===== src/rtl/multicycle_addsub.sv =====
// multicycle_addsub: chunked multi-cycle ripple adder/subtractor with start/busy/done handshake
module multicycle_addsub #(
  parameter int WIDTH = 16,
  parameter int CHUNK = 4
) (
  input  logic             clk,
  input  logic             reset,
  input  logic             start,
  input  logic             mode,
  input  logic [WIDTH-1:0] A,
  input  logic [WIDTH-1:0] B,
  input  logic             carryIn,
  output logic             busy,
  output logic             done,
  output logic [WIDTH-1:0] result,
  output logic             carryOut,
  output logic             overflow,
  output logic             zero,
  output logic             negative
);
  localparam int NCHUNK = WIDTH / CHUNK;
  localparam int KW = NCHUNK > 1 ? $clog2(NCHUNK) : 1;
  typedef enum logic [1:0] {IDLE, RUN, DONE} state_t;
  state_t state, state_n;
  logic [WIDTH-1:0] a_r, b_r, work, work_n, mask;
  logic [KW-1:0] k;
  logic [31:0] sh;
  logic [CHUNK-1:0] a_c, b_c;
  logic [CHUNK:0] csum;
  logic carry, accept, last;
  always_comb begin
    accept = start && (state != RUN);
    last = k == KW'(NCHUNK - 1);
    state_n = accept ? RUN : (state == RUN) ? (last ? DONE : RUN) : IDLE;
    busy = state == RUN;
    done = state == DONE;
    sh = 32'(CHUNK) * 32'(k);
    a_c = CHUNK'(a_r >> sh);
    b_c = CHUNK'(b_r >> sh);
    csum = {1'b0, a_c} + {1'b0, b_c} + (CHUNK + 1)'(carry);
    mask = WIDTH'({CHUNK{1'b1}}) << sh;
    work_n = (work & ~mask) | (WIDTH'(csum[CHUNK-1:0]) << sh);
  end
  always_ff @(posedge clk or posedge reset)
    if (reset) state <= IDLE;
    else state <= state_n;
  always_ff @(posedge clk or posedge reset) begin
    if (reset) begin
      a_r <= '0;
      b_r <= '0;
      work <= '0;
      carry <= 1'b0;
      k <= '0;
      result <= '0;
      carryOut <= 1'b0;
      overflow <= 1'b0;
      zero <= 1'b0;
      negative <= 1'b0;
    end else if (accept) begin
      a_r <= A;
      b_r <= mode ? ~B : B;
      carry <= mode | carryIn;
      k <= '0;
    end else if (state == RUN) begin
      work <= work_n;
      carry <= csum[CHUNK];
      k <= k + 1'b1;
      if (last) begin
        result <= work_n;
        carryOut <= csum[CHUNK];
        overflow <= (a_r[WIDTH-1] == b_r[WIDTH-1]) && (work_n[WIDTH-1] != a_r[WIDTH-1]);
        zero <= work_n == '0;
        negative <= work_n[WIDTH-1];
      end
    end
  end
endmodule


===== config.mk =====
export PLATFORM = sky130hd
export DESIGN_NAME = multicycle_addsub
export DESIGN_NICKNAME = d
export VERILOG_FILES = /design/src/rtl/multicycle_addsub.sv
export SDC_FILE = /design/constraint.sdc
export NUM_CORES = 1
export LEC_CHECK = 0
export ABC_AREA = 1
export CAP_MARGIN = 20
export CELL_PAD_IN_SITES_DETAIL_PLACEMENT = 1
export CELL_PAD_IN_SITES_GLOBAL_PLACEMENT = 1
export CORE_UTILIZATION = 28
export CTS_CLUSTER_SIZE = 24
export DETAILED_ROUTE_END_ITERATION = 10
export GPL_TIMING_DRIVEN = 0
export PLACE_DENSITY = 0.58
export SYNTH_ARGS = -nofsm -noshare
export SYNTH_HDL_FRONTEND = slang
export SYNTH_SLANG_ARGS = --single-unit
export TNS_END_PERCENT = 100

===== constraint.sdc =====
create_clock -name clk -period 2.31 [get_ports clk]
set_input_delay 0.462 -clock clk [delete_from_list [all_inputs] [get_ports clk]]
set_output_delay 0.462 -clock clk [all_outputs]
set_load 0.01 [all_outputs]

; ---- Word-level counts from Yosys, hierarchy flattened
; Index checks and enable logic that the tools add are counted.
[word_totals]
regBits = 73
input_bits = 37
out_inout_bits = 22
word_cells = 44
[op_classes]
n_addsub = 3
eq_ne = 6
shift = 4
n_mux = 8
bitwise = 6
n_reduce_logical = 6
[op_table]
columns = operator, n
row1 = $not 16->16, 2
row2 = $shr 16x4->4, 2
row3 = $and 16x16->16, 1
row4 = $logic_not 16->1, 1
row5 = $mux 16, 1
row6 = $or 16x16->16, 1
row7 = $shl 4x4->16, 1
row8 = $shl 4x4->16 const A, 1
row9 = $mux 2, 5
row10 = $add 4x4->5, 1
row11 = $add 5x1->5, 1
row12 = $eq 2x2->1 const B, 2
row13 = $reduce_and 3->1, 1
row14 = $add 2x1->2 const B, 1
row15 = $eq 2x1->1 const B, 1
row16 = $logic_and 1x1->1, 2
row17 = $mux 1, 2
row18 = $ne 2x1->1 const B, 1
row19 = $reduce_and 2->1, 1
row20 = $reduce_bool 2->1, 1
row21 = $eq 1x1->1, 1
row22 = $ne 1x1->1, 1
row23 = $not 1->1, 1
row24 = $or 1x1->1, 1

; ---- Logic depth before layout (Yosys ltp)
[depth]
depth_word = 7
ltp_mapped = 18
depth_no_buf = 16

; ---- Worst setup path after synthesis
; OpenSTA, ideal clock, no wires.
[synth_path]
path_type = reg2reg
from = register k[0]
to = register zero
setup_ps = 124
arrival_ps = 2434
required_time_ps = 2186
setup_slack_ps = -248
path_stages_with_launch = 17
n_path_buf = 2
period_less_slack_ps = 2558
cell_sequence = dfrtp_1 -> inv_2 -> buf_6 -> buf_2 -> o21ai_0 -> o22ai_1 -> fa_1 -> inv_1 -> fa_1 -> nor2_1 -> nand2_1 -> o21ai_1 -> nor2_1 -> nand3_1 -> nor2_1 -> nand2_1 -> o21bai_1
[synth_between]
elab_chain_len = 6
elab_cells_between_ends = 12
classes_between = add/sub (2) / eq/ne (1) / shift (4) / bitwise (3) / reduce/logical (2)
[synth_lines]
columns = item, line_no
row1 = from (decl), 26  ; logic [KW-1:0] k;
row2 = from (signal assigned), 67  ; k <= k + 1'b1;
row3 = $shr 16x4->4 (on tied branches), "38, 39"
row4 = $add 4x4->5, 40  ; csum = {1'b0, a_c} + {1'b0, b_c} + (CHUNK + 1)'(carry);
row5 = $add 5x1->5, 40
row6 = $shl 4x4->16, 42  ; work_n = (work & ~mask) | (WIDTH'(csum[CHUNK-1:0]) << sh);
row7 = $or 16x16->16, 42
row8 = $logic_not 16->1, 72  ; zero <= work_n == '0;
row9 = to (signal assigned), 57  ; zero <= 1'b0;
row10 = to (signal assigned), 72
row11 = to (decl), 18  ; output logic zero,
; Parallel ways exist; a longest one is shown, timed or not.
; A chain may end at the register's enable or synchronous reset.

; ---- Worst setup path after layout
; Same ends and word-level chain as after synthesis.

==> results.yml <==
floorplan:
  core-area_mm2: 0.0120
  die-width_um: 113
  rows: 40
  io_pins: 59
  dieHeight_um: 113
  die-area_mm2: 0.0128
  initial_core_util_pct: 28.8
finish:
  drive_gt1_share_pct: 24.7
  final_cell_mix: "130 x nand2_1, 68 x dfrtp_1, 57 x clkdlybuf4s50_1, 37 x buf_4, 27 x o21ai_0"
  mostFrequentLayoutCell: "nand2_1"
  final_util_pct: 42.6
  num_antenna_cells: 0
  nets: 568
  syn_to_final_growth_pct: 47.8
  finalNonFillerCells: 674
  final_cell_area_mm2: 0.00512
drt:
  num_vias: 3136
  drc: 0
  wl_per_cell_um: 15.1
  drt_iter0_markers: 80
  first_pass_iters: 4
  ant_nets: 0
  viasPerCell: 4.65
  wl_um: 10200
cts:
  worstSkewPairLatency_ns: 0.34
  cts_sinks: 69
  cts_tree: "yes"
  cts_made_buffers: 9
  htree_levels: 3
  cts_hold_buf: 0
  clockBufferDepth: 2
  clk_pin_slew_worst_paths_ns: 0.06
  cts-root-buf: "clkbuf_16"
worst_hold_path:
  hold_path.class: "in2async"
worst_setup_path:
  path_common_cell: "nand2_1"
  cpPeakStageDelay_ns: 0.60
  crit_arrival_ns: 3.01
  worstPathRequired_ns: 2.56
  worstSetupStartpointType: "flip-flop"
  crit_family: "adder cells"
  critPathBufInv: 4
  end_kind: "flip-flop"
  path_max_fanout: 5
  timing_worst_setup_path_type: "reg2reg"
  cp_cell_sequence: "buf_6 -> buf_8 -> o21ai_2 -> o22ai_2 -> fa_2 -> inv_2 -> fa_2 -> inv_2 -> nand3_2 -> nand2_2 -> nor2_2 -> nand2_1 -> nor2_1 -> nand2_1 -> nor2_1 -> nand2_1 -> o21bai_1"
  cp_slowest_cell: "fa_2"
place:
  hpwl_um: 6960
  dpl.cell_count: 621
  dpl_cell_area_mm2: 0.00428
  port_buffers: 57
  gp_congestion: 0.745
run_status:
  status: "finished with violations"
  violations: "negative setup slack"
power_and_ir_drop:
  cellPowerDensity_mw_per_mm2: 1750
  ir_drop_v: 0.000602
  leakage_nw: 2.38
synth:
  ys_types: 32
  syn_area_mm2: 0.00346
  syn_avg_cell_area_um2: 8.32
  synth_fp_nets: 462
  synth_cells: 416
  synth-seq-cells: 69
  yosysWarningCount: 0
  ys_seq_area_share_pct: 49.9
sta:
  fmax_ghz: 0.363
  setup_viol: 17
  hold_ws_ns: 0.437
  hold_viol: 0
  slew_headroom_pct: 66.1
  final-max-slew-violation-count: 0
  fin_worst_skew_ns: 0.00676
  worstMarginPinSlew_ns: 0.509
  tns_ns: -1.90
  fin_crit_sh_pct: 119
  period_needed_ns: 2.75
  grt_setup_unrepaired: "yes"
  fin_ws_ns: -0.445
run:
  cap_violations: 0
global_route:
  grt_overflow_total: 0
  grt_pass1_vias: 3228
  grt_use_total_pct: 17.0
  grt_max_degree: 49
  grt_pass1_wl_um: 16600
  antenna_found_initial: 0
==> per-layer routing <==
| layer | wire length (µm) | vias to the layer above | global-route usage (%) |
|---|---|---|---|
| li1 | - | 1549 | - |
| met1 | 4560 | 1513 | 20.9 |
| met2 | 5110 | 57 | 30.1 |
| met3 | 292 | 17 | 3.11 |
| met4 | 206 | 0 | 5.44 |
| met5 | 0 | - | 0 |
==> Yosys cell counts (all sizes together) <==
library cell	instances	area, µm²
a21oi	5	28.8
a22o	1	8.76
a31oi	3	18.8
a32oi	2	17.5
and2	1	6.26
buf	19	125
clkbuf	4	15.0
dfrtp	69	1730
fa	2	40.0
ha	7	87.6
inv	33	126
nand2	137	517
nand3	13	75.1
nand4	7	43.8
nor2	33	148
o211ai	1	7.51
o21a	2	15.0
o21ai	54	270
o21bai	1	7.51
o22ai	6	37.5
xnor2	15	131
xor2	1	8.76
==> per-stage QoR <==
step	power [mW]	worst slack, ns
global route	9.67	-0.589
floorplan	4.71	-0.162
finish	8.96	-0.445
CTS	8.61	-0.418
detailed placement	6.04	-0.706
global placement	5.93	-1.25
==> flip-flops by register name, summed over array words and instances, names as in the netlist <==
name,cells
work,13
k,2
b_r,16
zero,1
state,2
carry,1
result,16
overflow,1
a_r,16
carryOut,1
==> path summary, 6_finish.rpt <==
check	start	end	slack, ns	depth (start not counted)
max	k[0]	zero	-0.44	17
min	reset	overflow	0.44	2
max reg2reg	k[0]	zero	-0.44	17
min reg2reg	a_r[7]	a_r[7]	0.47	2
max in group asynchronous	reset	result[2]	1.32	3
min in group clk	a_r[7]	a_r[7]	0.47	2
==> where the power goes <==
| part | switching (mW) | internal, mW | total [mW] |
|---|---|---|---|
| Clock | 0.555 | 0.950 | 1.51 |
| Combinational | 2.95 | 2.43 | 5.38 |
| Sequential | 0.316 | 1.76 | 2.08 |
| Total | 3.82 | 5.14 | 8.96 |
==> worst register-to-register path, stage by stage, from the launching register on <==
cell      delay (ns)
dfrtp_2         0.40
buf_6           0.14
buf_8           0.13
o21ai_2         0.06
o22ai_2         0.21
fa_2            0.25
inv_2           0.05
fa_2            0.60
inv_2           0.06
nand3_2         0.07
nand2_2         0.08
nor2_2          0.09
nand2_1         0.07
nor2_1          0.10
nand2_1         0.05
nor2_1          0.11
nand2_1         0.07
o21bai_1        0.15
==> cells by family (layout without fill, tap and decap cells) <==
group	Yosys count	count (layout)	share of synthesized area (%)
AND/OR/NAND/NOR	191	191	22.8
buffers and inverters	56	167	7.70
adder cells (fa/ha/maj)	9	9	3.69
flip-flops	69	69	49.9
XOR/XNOR	16	16	4.05
AO/OA/AOI/OAI	75	75	11.9
==> layout make-up <==
type,instances,area (µm²)
fillers,1403,6900
flip-flops and latches,69,1730
multi-input cells,291,1640
repair buffers,96,916
clock buffers,9,225
plain buffers,22,190
well taps,147,184
inverters,33,139
clock inverters,7,97.6
==> what timing repair did <==
action,4_1_cts,5_1_grt
pin swaps,13,19
cloned,1,0
resized for setup,48,24
endpoints found under the setup margin,27,25
endpoints found under the hold margin,0,0
buffers inserted,27,10
(Power assumes the default switching activity.)
